### src/rtl/hmmm_pkg.sv
// Shared definitions for the hmmm data path: bus/address widths and RAM controller states.
package hmmm_pkg;

   localparam int unsigned DEF_ADDR_W = 8;
   localparam int unsigned DEF_DATA_W = 16;

   typedef enum logic {
      CLEAR = 1'b0,
      IDLE  = 1'b1
   } state_t;

endpackage : hmmm_pkg

### src/rtl/ram_array.sv
// Single-write-port storage array with synchronous write and combinational read.
module ram_array #(
   parameter int unsigned ADDR_W = 8,
   parameter int unsigned DATA_W = 16
) (
   input  logic              clk,
   input  logic              we,
   input  logic [ADDR_W-1:0] waddr,
   input  logic [DATA_W-1:0] wdata,
   input  logic [ADDR_W-1:0] raddr,
   output logic [DATA_W-1:0] rdata_c
);

   localparam int unsigned DEPTH = 1 << ADDR_W;

   logic [DATA_W-1:0] mem [DEPTH];

   // Synchronous write; contents are defined by the controller's zero-fill, not by reset.
   always_ff @(posedge clk) begin
      if (we) begin
         mem[waddr] <= wdata;
      end
   end

   assign rdata_c = mem[raddr];

endmodule : ram_array

### src/rtl/hmmm_ram.sv
// Word-addressed data memory behind the MDR: MAR, zero-fill after reset, CPU and loader write ports.
module hmmm_ram
   import hmmm_pkg::*;
#(
   parameter int unsigned ADDR_W = DEF_ADDR_W,
   parameter int unsigned DATA_W = DEF_DATA_W
) (
   input  logic              clk,
   input  logic              rst,
   input  logic              mar_in,
   input  logic              mdr_in,
   input  logic [DATA_W-1:0] data,
   input  logic [DATA_W-1:0] ram_in,
   output logic [DATA_W-1:0] ram_out,
   output logic              ready,
   input  logic              load_valid,
   input  logic [ADDR_W-1:0] load_addr,
   input  logic [DATA_W-1:0] load_data,
   output logic              load_ready
);

   state_t            state;
   logic [ADDR_W-1:0] clr_cnt;
   logic [ADDR_W-1:0] mar;

   logic              wr_en_c;
   logic [ADDR_W-1:0] wr_addr_c;
   logic [DATA_W-1:0] wr_data_c;
   logic [DATA_W-1:0] rd_data_c;

   // Only the low ADDR_W bus bits address the array.
   logic data_unused_c;
   assign data_unused_c = ^data[DATA_W-1:ADDR_W];

   // CPU writes always win the port, so the loader is stalled while mdr_in is high.
   assign load_ready = (state == IDLE) && !mdr_in;

   // Write-port arbitration: zero-fill, then CPU, then loader.
   always_comb begin
      wr_en_c   = 1'b0;
      wr_addr_c = mar;
      wr_data_c = '0;
      if (!rst) begin
         if (state == CLEAR) begin
            wr_en_c   = 1'b1;
            wr_addr_c = clr_cnt;
         end else if (mdr_in) begin
            wr_en_c   = 1'b1;
            wr_addr_c = mar;
            wr_data_c = ram_in;
         end else if (load_valid) begin
            wr_en_c   = 1'b1;
            wr_addr_c = load_addr;
            wr_data_c = load_data;
         end
      end
   end

   ram_array #(
      .ADDR_W (ADDR_W),
      .DATA_W (DATA_W)
   ) u_array (
      .clk     (clk),
      .we      (wr_en_c),
      .waddr   (wr_addr_c),
      .wdata   (wr_data_c),
      .raddr   (mar),
      .rdata_c (rd_data_c)
   );

   // Controller FSM, MAR and the write-first read register.
   always_ff @(posedge clk) begin
      if (rst) begin
         state   <= CLEAR;
         clr_cnt <= '0;
         mar     <= '0;
         ram_out <= '0;
         ready   <= 1'b0;
      end else begin
         case (state)
            CLEAR: begin
               clr_cnt <= clr_cnt + ADDR_W'(1);
               ram_out <= '0;
               if (clr_cnt == '1) begin
                  state <= IDLE;
                  ready <= 1'b1;
               end
            end
            IDLE: begin
               if (mar_in) begin
                  mar <= data[ADDR_W-1:0];
               end
               if (wr_en_c && (wr_addr_c == mar)) begin
                  ram_out <= wr_data_c;
               end else begin
                  ram_out <= rd_data_c;
               end
            end
            default: begin
               state <= CLEAR;
               ready <= 1'b0;
            end
         endcase
      end
   end

endmodule : hmmm_ram

### config.mk
export PLATFORM = sky130hd
export DESIGN_NAME = hmmm_ram
export DESIGN_NICKNAME = d
export VERILOG_FILES = /design/src/rtl/hmmm_pkg.sv /design/src/rtl/ram_array.sv /design/src/rtl/hmmm_ram.sv
export SDC_FILE = /design/constraint.sdc
export NUM_CORES = 2
export LEC_CHECK = 0
export CAP_MARGIN = 20
export CORE_AREA = 2 2 544 546
export CTS_CLUSTER_SIZE = 12
export DETAILED_ROUTE_END_ITERATION = 8
export DIE_AREA = 0 0 546 548
export GPL_ROUTABILITY_DRIVEN = 0
export MAX_ROUTING_LAYER = met4
export PLACE_DENSITY = 0.69
export RECOVER_POWER = 25
export SLEW_MARGIN = 30
export SYNTH_ARGS = -nofsm -noshare
export SYNTH_HDL_FRONTEND = slang
export SYNTH_SLANG_ARGS = --single-unit
### constraint.sdc
create_clock -name clk -period 13.1 [get_ports clk]
set_clock_uncertainty 0.2 [all_clocks]
set_input_delay 1.31 -clock clk [delete_from_list [all_inputs] [get_ports clk]]
set_output_delay 1.31 -clock clk [all_outputs]
set_load 0.02 [all_outputs]
# == Word-level counts from Yosys, hierarchy flattened ==
# Memories as Yosys holds them, arrays and structs flattened. A register that Yosys moved wholly into a read port is not among the register bits.
# Cells that the tools add are included.
# totals
regBits,34
word_cells,35
out_inout_bits,18
latchBits,0
romBits,0
mem_count,1
ram_bits,4096
# classes
div,0
add_sub_neg,1
n_mul,0
bitwise_logic,1
eq_ne,2
shifts,0
mux,20
reduce_logical,5
order_cmp,0
# mem_list
memory,depth,width,read_ports,rd_clocked_by_memory_dff,write_ports,line_no,rtl
u_array.mem,256,16,1,1,1,ram_array.sv:16,logic [DATA_W-1:0] mem [DEPTH];
# op_table
op,count
16-bit 2-to-1 mux,5
8-bit 2-to-1 mux,6
16-bit one-hot mux with 2 select lines,1
"8-bit by 1-bit adder with 8-bit output, second input constant",1
8-bit equality test,1
"8-bit equality test, second input constant",1
1-bit 2-to-1 mux,8
2-bit AND reduction,2
1-bit logical AND,2
1-bit zero test,1
1-bit NOT,1

# == Longest topological paths before layout ==
# logic_depth
depth_word,8
mapped_depth,14

# == By module ==
# A second synthesis with hierarchy kept.
# hier_totals
hier_cells,7603
area_unflattened_um2,160482.7
# modules_own_cells
module,area_per_inst_um2,cells_each,n_inst
ram_array,158394.4,7344,1
hmmm_ram,2088.3,259,1

# == Least setup slack after synthesis ==
# No wires, ideal clock.
# synth_timing
kind,input port to flip-flop
from,input load_valid
to,"memory u_array.mem[0][10], data pin"
path_buffers,3
setup_time_ns,1.392
setup_slack_ns,3.327
arrival_ns,8.181
path_stages,6
required_time_ns,11.508
cell_sequence,nor2b_1 > clkbuf_1 > buf_2 > buf_1 > a22oi_1 > nor2_1
# synth_between
elab_chain_len,4
# synth_rtl
item,line_no,rtl
from (decl),hmmm_ram.sv:16,"input logic load_valid,"
16-bit 2-to-1 mux,hmmm_ram.sv:51,end else if (load_valid) begin
16-bit 2-to-1 mux,hmmm_ram.sv:47,end else if (mdr_in) begin
16-bit 2-to-1 mux,hmmm_ram.sv:44,if (state == CLEAR) begin
16-bit 2-to-1 mux,hmmm_ram.sv:43,if (!rst) begin
net u_array.wdata[10],ram_array.sv:9,"input logic [DATA_W-1:0] wdata,"
to (decl),ram_array.sv:16,
# The timed path passes the listed nets, and every way through them passes these cells.

# == Worst setup path in the final report ==
# layout_timing
from,input rst
to,"memory u_array.mem[229][4], data pin"
# layout_between
elab_chain_len,1
# layout_rtl
item,line_no,rtl
from (decl),hmmm_ram.sv:9,"input logic rst,"
16-bit 2-to-1 mux,hmmm_ram.sv:43,
net u_array.wdata[4],ram_array.sv:9,
# The timed path passes the listed nets, and every way through them passes these cells.

==> run metrics <==
Root Buffer clkbuf_16; Hold Crit Class reg -> reg; TritonCTS clock tree yes; Pins Over Slew Limit 1,817; Power Total 25.27 mW; final hold vios 0; Via density 7.001; # IOs 79; share of cells above drive strength 1 22.85%; CTS Hold Bufs 0; Routed WL 488.0 mm; Worst Path Required 12,810 ps; port buffer count 70; maximum VDD drop 0.1065 mV; status finished with violations; CP max-delay cell clkbuf_1; final setup TNS 0 ps; post-synth cell types 95; DRC errors left 0; Critical Path Start Type input pin; Die ar. 299,200 um2; hold slack 306.5 ps; worst-margin pin slew 5322 ps; filler instances 19,970; failing checks max-capacitance violations, max-slew violations; CP cell instances dlygate4sd3_1 -> clkbuf_1 -> inv_1 -> nand2_2 -> clkbuf_1 -> nor2_1 -> clkbuf_1; total number of vias 85,960; clk slew on worst S/H paths 60 ps; Rows 199; leakage 60.50 nW; GRT overflow 0; fin nets 8,134; Slew headroom -254.8%; Die W 546 um; Initial Util 54.89%; number of global-route vias before repair 81,490; CTS sink cnt 4,138; crit path max fanout 112; CTS buffer count 414; register bit total from synthesis 4,138; most used cell along the critical path clkbuf_1; Crit. End Element flip-flop; Worst Path Arrival 9010 ps; wire length per cell 39.75 um; Routed Antenna Nets 0; gr usage total 33.35%; buffers and inverters on the worst path 5; first-pass GRT wire length 665.4 mm; syn_nets 7,755; Max Freq 107.5 MHz; fin crit share 70.98%; Post-synth ARST share 0%; Worst-Skew Late Latency 930 ps; post-CTS sizing 0; largest delay contributor family on the critical path buffers and inverters; post-synthesis cell count 7,693; RSZ-0062 raised after global routing false; Ys Warns 0; biggest cell delay along the critical path 3710 ps; Layout area overhead 11.76%; drt first pass iters 9; largest net degree at the start of global routing 193; sequential share of the synthesized area 76.98%; mean area per synthesized cell 20.91 um2; worst setup path class in -> reg; DP HPWL 296.2 mm; H-tree depth 5; Longest Clk Path Bufs 4; core area 293,100 um2; Max-cap violations 32; EDFF count, synth 4,096; Period minus WS final 9299 ps; Iter 0 DRT Violations 15,670; Post-CTS Setup Inserts 0; cell area after synthesis 160,900 um2; setup violators final 0; Die Y 548 um; Top FF cell, synth edfxtp_1; PD cells 140.6 nW/um2; initial antenna violation count 41
==> synth_stat cells (all sizes together) (5+ instances only) <==
cell type | n | area (um2)
o311ai | 5 | 43.79
and2 | 25 | 156.4
inv | 14 | 52.55
o31a | 5 | 43.79
o31ai | 18 | 148.9
edfxtp | 4096 | 123000
a221oi | 21 | 183.9
a211o | 7 | 61.31
a22oi | 109 | 818.3
a21oi | 88 | 440.4
o21ai | 75 | 375.4
or4 | 9 | 71.32
nand2 | 216 | 813.3
and3 | 18 | 112.6
o21a | 8 | 60.06
a31oi | 46 | 287.8
nor4 | 33 | 212.7
or3 | 14 | 88.84
or3b | 8 | 70.07
o221ai | 75 | 656.9
nor2 | 383 | 1440
o211ai | 7 | 57.55
o2bb2ai | 10 | 87.58
a22o | 16 | 140.1
a211oi | 31 | 232.7
mux4 | 821 | 18590
a2111oi | 34 | 304.0
dfxtp | 42 | 840.8
nor2b | 30 | 187.7
mux2i | 469 | 4695
a311oi | 12 | 105.1
o22ai | 184 | 1157
nor3 | 55 | 275.3
nand3b | 13 | 97.59
nand2b | 14 | 90.09
o22a | 9 | 78.83
buf | 305 | 2611
clkbuf | 151 | 600.6
nand4 | 16 | 100.1
xnor2 | 5 | 43.79
nand3 | 100 | 500.5
mux2 | 31 | 349.1
==> where the power goes <==
part	leakage [nW]	internal (mW)	switching, mW
combinational	10.1	0.0382	0.111
sequential	44.6	14.3	0.00342
clock	5.77	6.01	4.77
total	60.5	20.4	4.89
==> stage by stage <==
| step | cells | setup slack (ps) | utilization (%) | area, um2 |
|---|---|---|---|---|
| 3_3_place_gp | 11560 | 6088 | 56.93 | 166800 |
| 6_report | 12280 | 3801 | 61.35 | 179800 |
| 3_5_place_dp | 11560 | 5964 | 57.18 | 167600 |
| 4_1_cts | 12230 | 6808 | 61.24 | 179500 |
| 2_1_floorplan | 7693 | 3327 | - | 160900 |
| 5_1_grt | 12270 | 3657 | 61.34 | 179800 |
==> worst min-delay path, stage by stage, from the launching register on <==
cell	delay, ps
dfxtp_1	330
o21ai_0	70
a21oi_1	60
==> sequential cells by signal (all words and copies together) (netlist names), named ones only <==
| signal | cells |
|---|---|
| state | 1 |
| ready | 1 |
| ram_out | 16 |
| u_array.mem | 4096 |
| clr_cnt | 8 |
| mar | 8 |
==> layout by cell type, fill, tap and decap left out, types with 16 or more instances in the layout <==
cell	n
a2111oi_0	24
a211oi_1	29
a21oi_1	84
a221oi_1	21
a22o_1	16
a22oi_1	109
a31oi_1	44
and2_1	23
and3_1	18
buf_12	17
buf_4	286
clkbuf_1	176
clkbuf_16	424
clkdlybuf4s50_1	54
clkinv_1	56
clkinv_2	23
dfxtp_1	35
diode_2	34
dlygate4sd3_1	16
edfxtp_1	4096
mux2_2	31
mux2i_1	469
mux4_1	27
mux4_2	794
nand2_1	202
nand3_1	87
nand4_1	16
nor2_1	200
nor2_2	32
nor2_4	151
nor2b_1	20
nor3_1	49
nor4_1	23
o21ai_0	72
o221ai_1	75
o22ai_1	183
==> final timing paths <==
check	startpoint	to	slack (ps)	cells after the start
setup / recovery	rst	u_array.mem[229][4]	3800	7
hold / removal	clr_cnt[5]	clr_cnt[5]	310	2
setup reg to reg	state	u_array.mem[229][4]	4930	4
hold reg to reg	clr_cnt[5]	clr_cnt[5]	310	2
==> layer usage <==
metal,vias up,track usage [%],part of all wire (%)
met2,6749,47.47,45
met5,-,-,0
met1,45090,43.49,35
met3,1134,9.419,14
li1,32990,-,-
met4,0,18.98,6.8
==> cell type report <==
class	count	area, um2	share of cell area, %
Clock buffer	576	11270	6.269
Tap cell	3919	4903	2.728
Timing Repair Buffer	421	3568	1.985
Sequential cell	4138	123900	68.90
Antenna cell	34	85.08	0.04733
Inverter	15	67.56	0.03758
Multi-Input combinational cell	3082	35410	19.70
Clock inverter	93	610.6	0.3396
==> cells by family after synthesis <==
kind of cell | Yosys count | synth area share (%)
buffers and inverters | 473 | 2.043
xor gates and xnor gates | 9 | 0.04900
AOI/OAI and AO/OA | 797 | 3.498
muxes | 1321 | 14.69
and+or+nand+nor | 954 | 2.726
adders and majority gates | 1 | 0.007777
DFF | 4138 | 76.98
Power figures use the tool's default switching activity.
